<file path="src/rtl/eth_rx_mac_filter.sv">
// Ethernet RX destination-MAC filter: accept/drop decision on the first beat of
// each frame, one registered forwarding stage, and per-class frame counters.
module eth_rx_mac_filter #(
   parameter int DATA_WIDTH = 256,
   parameter int KEEP_WIDTH = DATA_WIDTH / 8
) (
   input  logic                  sysclk,
   input  logic                  rst,
   input  logic [DATA_WIDTH-1:0] s_axis_data,
   input  logic                  s_axis_valid,
   input  logic [KEEP_WIDTH-1:0] s_axis_keep,
   input  logic                  s_axis_last,
   output logic                  s_axis_ready,
   output logic [DATA_WIDTH-1:0] m_axis_data,
   output logic                  m_axis_valid,
   output logic [KEEP_WIDTH-1:0] m_axis_keep,
   output logic                  m_axis_last,
   input  logic                  m_axis_ready,
   input  logic [47:0]           local_mac,
   input  logic                  promisc_en,
   input  logic                  mcast_en,
   input  logic                  cnt_clr,
   output logic [31:0]           pass_cnt,
   output logic [31:0]           drop_cnt,
   output logic [31:0]           runt_cnt,
   output logic [31:0]           tcp_cnt,
   output logic [31:0]           udp_cnt
);

   // state | meaning
   // IDLE  | waiting for the first beat of a frame
   // PASS  | forwarding the rest of an accepted frame
   // DROP  | swallowing the rest of a filtered frame
   localparam logic [1:0] ST_IDLE = 2'd0;
   localparam logic [1:0] ST_PASS = 2'd1;
   localparam logic [1:0] ST_DROP = 2'd2;

   logic [1:0]  state;
   logic [47:0] dmac;
   logic [15:0] ethertype;
   logic [3:0]  ip_version;
   logic [7:0]  ip_proto;
   logic        in_acc;
   logic        first_acc;
   logic        runt;
   logic        hit;
   logic        fwd;
   logic        is_ipv4;
   logic        is_tcp;
   logic        is_udp;

   // Wire byte 0 is the most significant byte of the MAC address.
   assign dmac       = {s_axis_data[7:0],   s_axis_data[15:8],  s_axis_data[23:16],
                        s_axis_data[31:24], s_axis_data[39:32], s_axis_data[47:40]};
   assign ethertype  = {s_axis_data[103:96], s_axis_data[111:104]};
   assign ip_version = s_axis_data[119:116];
   assign ip_proto   = s_axis_data[191:184];

   assign s_axis_ready = (state == ST_DROP) | ~m_axis_valid | m_axis_ready;
   assign in_acc       = s_axis_valid & s_axis_ready;
   assign first_acc    = in_acc & (state == ST_IDLE);

   assign runt = s_axis_last & ~s_axis_keep[13];
   assign hit  = (dmac == local_mac) | (dmac == 48'hFFFF_FFFF_FFFF)
               | (mcast_en & s_axis_data[0]) | promisc_en;
   assign fwd  = (first_acc & ~runt & hit) | (in_acc & (state == ST_PASS));

   // Header fields are only trusted when their bytes are covered by keep.
   assign is_ipv4 = s_axis_keep[14] & (ethertype == 16'h0800) & (ip_version == 4'h4);
   assign is_tcp  = is_ipv4 & s_axis_keep[23] & (ip_proto == 8'd6);
   assign is_udp  = is_ipv4 & s_axis_keep[23] & (ip_proto == 8'd17);

   always_ff @(posedge sysclk) begin
      if (rst) begin
         state <= ST_IDLE;
      end else if (in_acc) begin
         case (state)
            ST_IDLE: begin
               if (!s_axis_last) state <= hit ? ST_PASS : ST_DROP;
            end
            ST_PASS, ST_DROP: begin
               if (s_axis_last) state <= ST_IDLE;
            end
            default: state <= ST_IDLE;
         endcase
      end
   end

   always_ff @(posedge sysclk) begin
      if (rst) begin
         m_axis_valid <= 1'b0;
         m_axis_data  <= '0;
         m_axis_keep  <= '0;
         m_axis_last  <= 1'b0;
      end else if (fwd) begin
         m_axis_valid <= 1'b1;
         m_axis_data  <= s_axis_data;
         m_axis_keep  <= s_axis_keep;
         m_axis_last  <= s_axis_last;
      end else if (m_axis_ready) begin
         m_axis_valid <= 1'b0;
      end
   end

   always_ff @(posedge sysclk) begin
      if (rst || cnt_clr) begin
         pass_cnt <= '0;
         drop_cnt <= '0;
         runt_cnt <= '0;
         tcp_cnt  <= '0;
         udp_cnt  <= '0;
      end else if (first_acc) begin
         if (runt) begin
            runt_cnt <= runt_cnt + 32'd1;
         end else if (!hit) begin
            drop_cnt <= drop_cnt + 32'd1;
         end else begin
            pass_cnt <= pass_cnt + 32'd1;
            if (is_tcp) tcp_cnt <= tcp_cnt + 32'd1;
            if (is_udp) udp_cnt <= udp_cnt + 32'd1;
         end
      end
   end

endmodule

</file>
<file path="config.mk">
export PLATFORM = sky130hd
export DESIGN_NAME = eth_rx_mac_filter
export DESIGN_NICKNAME = d
export VERILOG_FILES = /design/src/rtl/eth_rx_mac_filter.sv
export SDC_FILE = /design/constraint.sdc
export NUM_CORES = 1
export LEC_CHECK = 0
export CORE_AREA = 8 8 306 308
export DETAILED_ROUTE_END_ITERATION = 8
export DIE_AREA = 0 0 314 316
export SYNTH_ARGS = -nofsm -noshare
export SYNTH_HDL_FRONTEND = slang
export SYNTH_SLANG_ARGS = --single-unit
</file>
<file path="constraint.sdc">
create_clock -name sysclk -period 4.9 [get_ports sysclk]
set_input_delay 0.49 -clock sysclk [delete_from_list [all_inputs] [get_ports sysclk]]
set_output_delay 0.49 -clock sysclk [all_outputs]
set_load 0.02 [all_outputs]
</file>
==> metrics <==
status complete, no violations; GR Util All Layers 0.1730; post-synthesis cell area approximately 18000 µm²; commonest non-fill, non-tap cell in the layout clkdlybuf4s50_1; Final setup viols 0; Setup WS pre-CTS between 0.8 and 0.9 ns; sequential area share after synthesis 0.4940; critical-path maximum fanout approximately 190; # port buffers between 700 and 800; total power around 0.0094 W; CTS Sinks between 400 and 500; Pleak around 9.6 nW; vias in the first global route around 18000; Yosys cell types between 40 and 50; post-route setup TNS 0 ns; Warnings, synthesis 0; skew final 0.01581 ns; Initial Util 0.2057; global-route wire length before repair 128200 µm; worst slew pin tran between 1 and 1.5 ns; Vias 18970; routed vias/inst 4.463; Final ANT Viol Nets 0; RSZ-0062 raised after global routing no; Syn Nets 2648; top_reg_cell synth dfxtp_1; # DRC 0; Clock Tree Buf Depth 3; FF+latch count, synth 452; Final Instance Area a little under 30000 µm²; Core ar. between 80000 and 90000 µm²; gr ovfl total 0; CTS Buf Count 54; Post-CTS Resized 0; Setup CP Type in -> reg; Final GP Congestion roughly 0.86; Die X ~310 µm; Worst-path clk slew 0.06 ns; Cells after Synth between 2000 and 2500; total wire length ~92000 µm; worst skew pair latency approximately 0.60 ns; hold_ws around 0.23 ns; Post-synth EDFFs 0; Routed WL per cell about 22 µm; Root Driver clkbuf_16; ys async rst share 0; Period minus WS final roughly 3.6 ns; Slew Limit Headroom 0.1237; die area 99220 µm²; Initial DRT Pass Iterations 5; H-tree Lvls 2; Slew Viols, Final 0; CTS tree done; Min-Delay Path Class in -> reg; crit path DAT about 4 ns; # Post-CTS Setup Buffers 0; fillcell total around 9300; Startpoint Class input port; Critical Path RT approximately 5.3 ns; layout cells sized above 1 0.04112; initial drt markers approximately 1500; Worst setup EP type register; largest net degree at the start of global routing between 150 and 200; commonest cells after routing, fill and taps aside 793 x clkdlybuf4s50_1, 647 x nand2_1, 452 x dfxtp_1; Yosys top cell area share 0.4940; hold_buf cts 0; Max VDD drop 218.3 µV; top cells by area, synth dfxtp_1 49%, nand2_1 13%, a21oi_1 9.7%; endpoints failing hold 0; layout overhead on the synthesized area 59.34%; Final WS setup 1.303 ns; initial antenna violation count 33; nets 3379; Max Freq roughly 0.28 GHz; pwr dens between 300 and 400 nW/µm²; max-cap viol count 0; area post-placement approximately 27000 µm²; post-detail-place hpwl slightly above 70000 µm; Die Y about 320 µm; post-route clock period utilization 0.7340; post-synthesis area per instance between 7 and 8 µm²; row count between 100 and 150; I/O Pins about 800; post-synth top area cell dfxtp_1
[state kept, by name (all words and copies together), names as in the netlist]
signal	flops
runt_cnt	32
m_axis_keep	32
udp_cnt	32
m_axis_valid	1
m_axis_data	256
state	2
drop_cnt	32
tcp_cnt	32
pass_cnt	32
m_axis_last	1
[cell families (layout without fill, tap and decap cells)]
kind of cell / Yosys count / count (layout) / synth area share
multiplexers: 8 / 8 / 0.004372
AO/OA/AOI/OAI: 442 / 442 / 0.1275
flip-flops: 452 / 452 / 0.4940
adder cells (fa/ha/maj): 8 / 8 / 0.005465
other: 0 / 10 / 0
buffers and inverters: 176 / 944 / 0.03921
AND/OR/NAND/NOR: 1081 / 1081 / 0.2678
XOR/XNOR: 129 / 129 / 0.06168
[power breakdown]
group / total [W] / internal (W) / switching, W
Combinational: 0.00151 / 0.000673 / 0.000839
Sequential: 0.00393 / 0.00384 / 0.0000860
Clock: 0.00396 / 0.00232 / 0.00164
Total: 0.00940 / 0.00683 / 0.00256
[synthesized netlist by cell type (2+ instances only)]
library cell,count
clkbuf_1,102
ha_1,8
dfxtp_1,452
o21a_1,10
and3_1,29
o31ai_1,20
nand3_1,47
xnor2_1,88
nand3b_1,2
mux2i_1,8
nand2_1,647
nor2_1,111
nand4_1,79
and4_1,11
or4_1,22
a21oi_1,355
inv_1,30
nand3_2,2
nor4_1,29
nand4b_1,4
or4_4,2
or2_2,4
o21ai_0,45
buf_2,43
nor3_1,21
or3_1,49
a31o_2,2
a31oi_1,2
and2_1,13
xor2_1,41
nor4b_1,2
[through the flow]
stage               instances  utilization
global route             4245       0.3276
finish                   4250       0.3278
global placement         4146       0.3082
detailed placement       4147       0.3083
floorplan                2296            -
CTS                      4240       0.3275
[critical path: stages]
cell,delay (ns)
clkdlybuf4s50_1,0.49
xnor2_1,0.38
nand4_1,0.15
nor4_1,0.53
a31o_2,0.52
buf_4,0.24
a21boi_4,0.14
buf_12,0.23
nand2_1,0.28
a21oi_1,0.10
[worst paths after layout]
check	startpoint	end	slack, ns	cells after the start
worst min register to register	m_axis_data[122]	m_axis_data[122]	0.45	2
worst max register to register	state[0]	m_axis_data[192]	1.54	10
worst min-delay path	rst	m_axis_data[83]	0.23	2
worst max-delay path	s_axis_data[8]	m_axis_data[192]	1.30	10
[per-layer routing]
layer	wire length [µm]	global-route usage	up-vias
li1	-	-	9247
met1	37080	0.2069	8859
met2	43200	0.2818	721
met3	9219	0.07115	140
met4	2427	0.05396	0
met5	0	0	-
[area by class of cell]
class | instances | area [µm²] | area share
Antenna cell | 10 | 25.02 | 0.0008573
Multi-Input combinational cell | 1668 | 8582 | 0.2940
Sequential cell | 452 | 9049 | 0.3100
Tap cell | 1176 | 1471 | 0.05041
Clock buffer | 75 | 1531 | 0.05247
Inverter | 30 | 112.6 | 0.003858
Clock inverter | 18 | 173.9 | 0.005959
Timing Repair Buffer | 821 | 8243 | 0.2824
No activity file was read; power rests on OpenSTA's default activity.
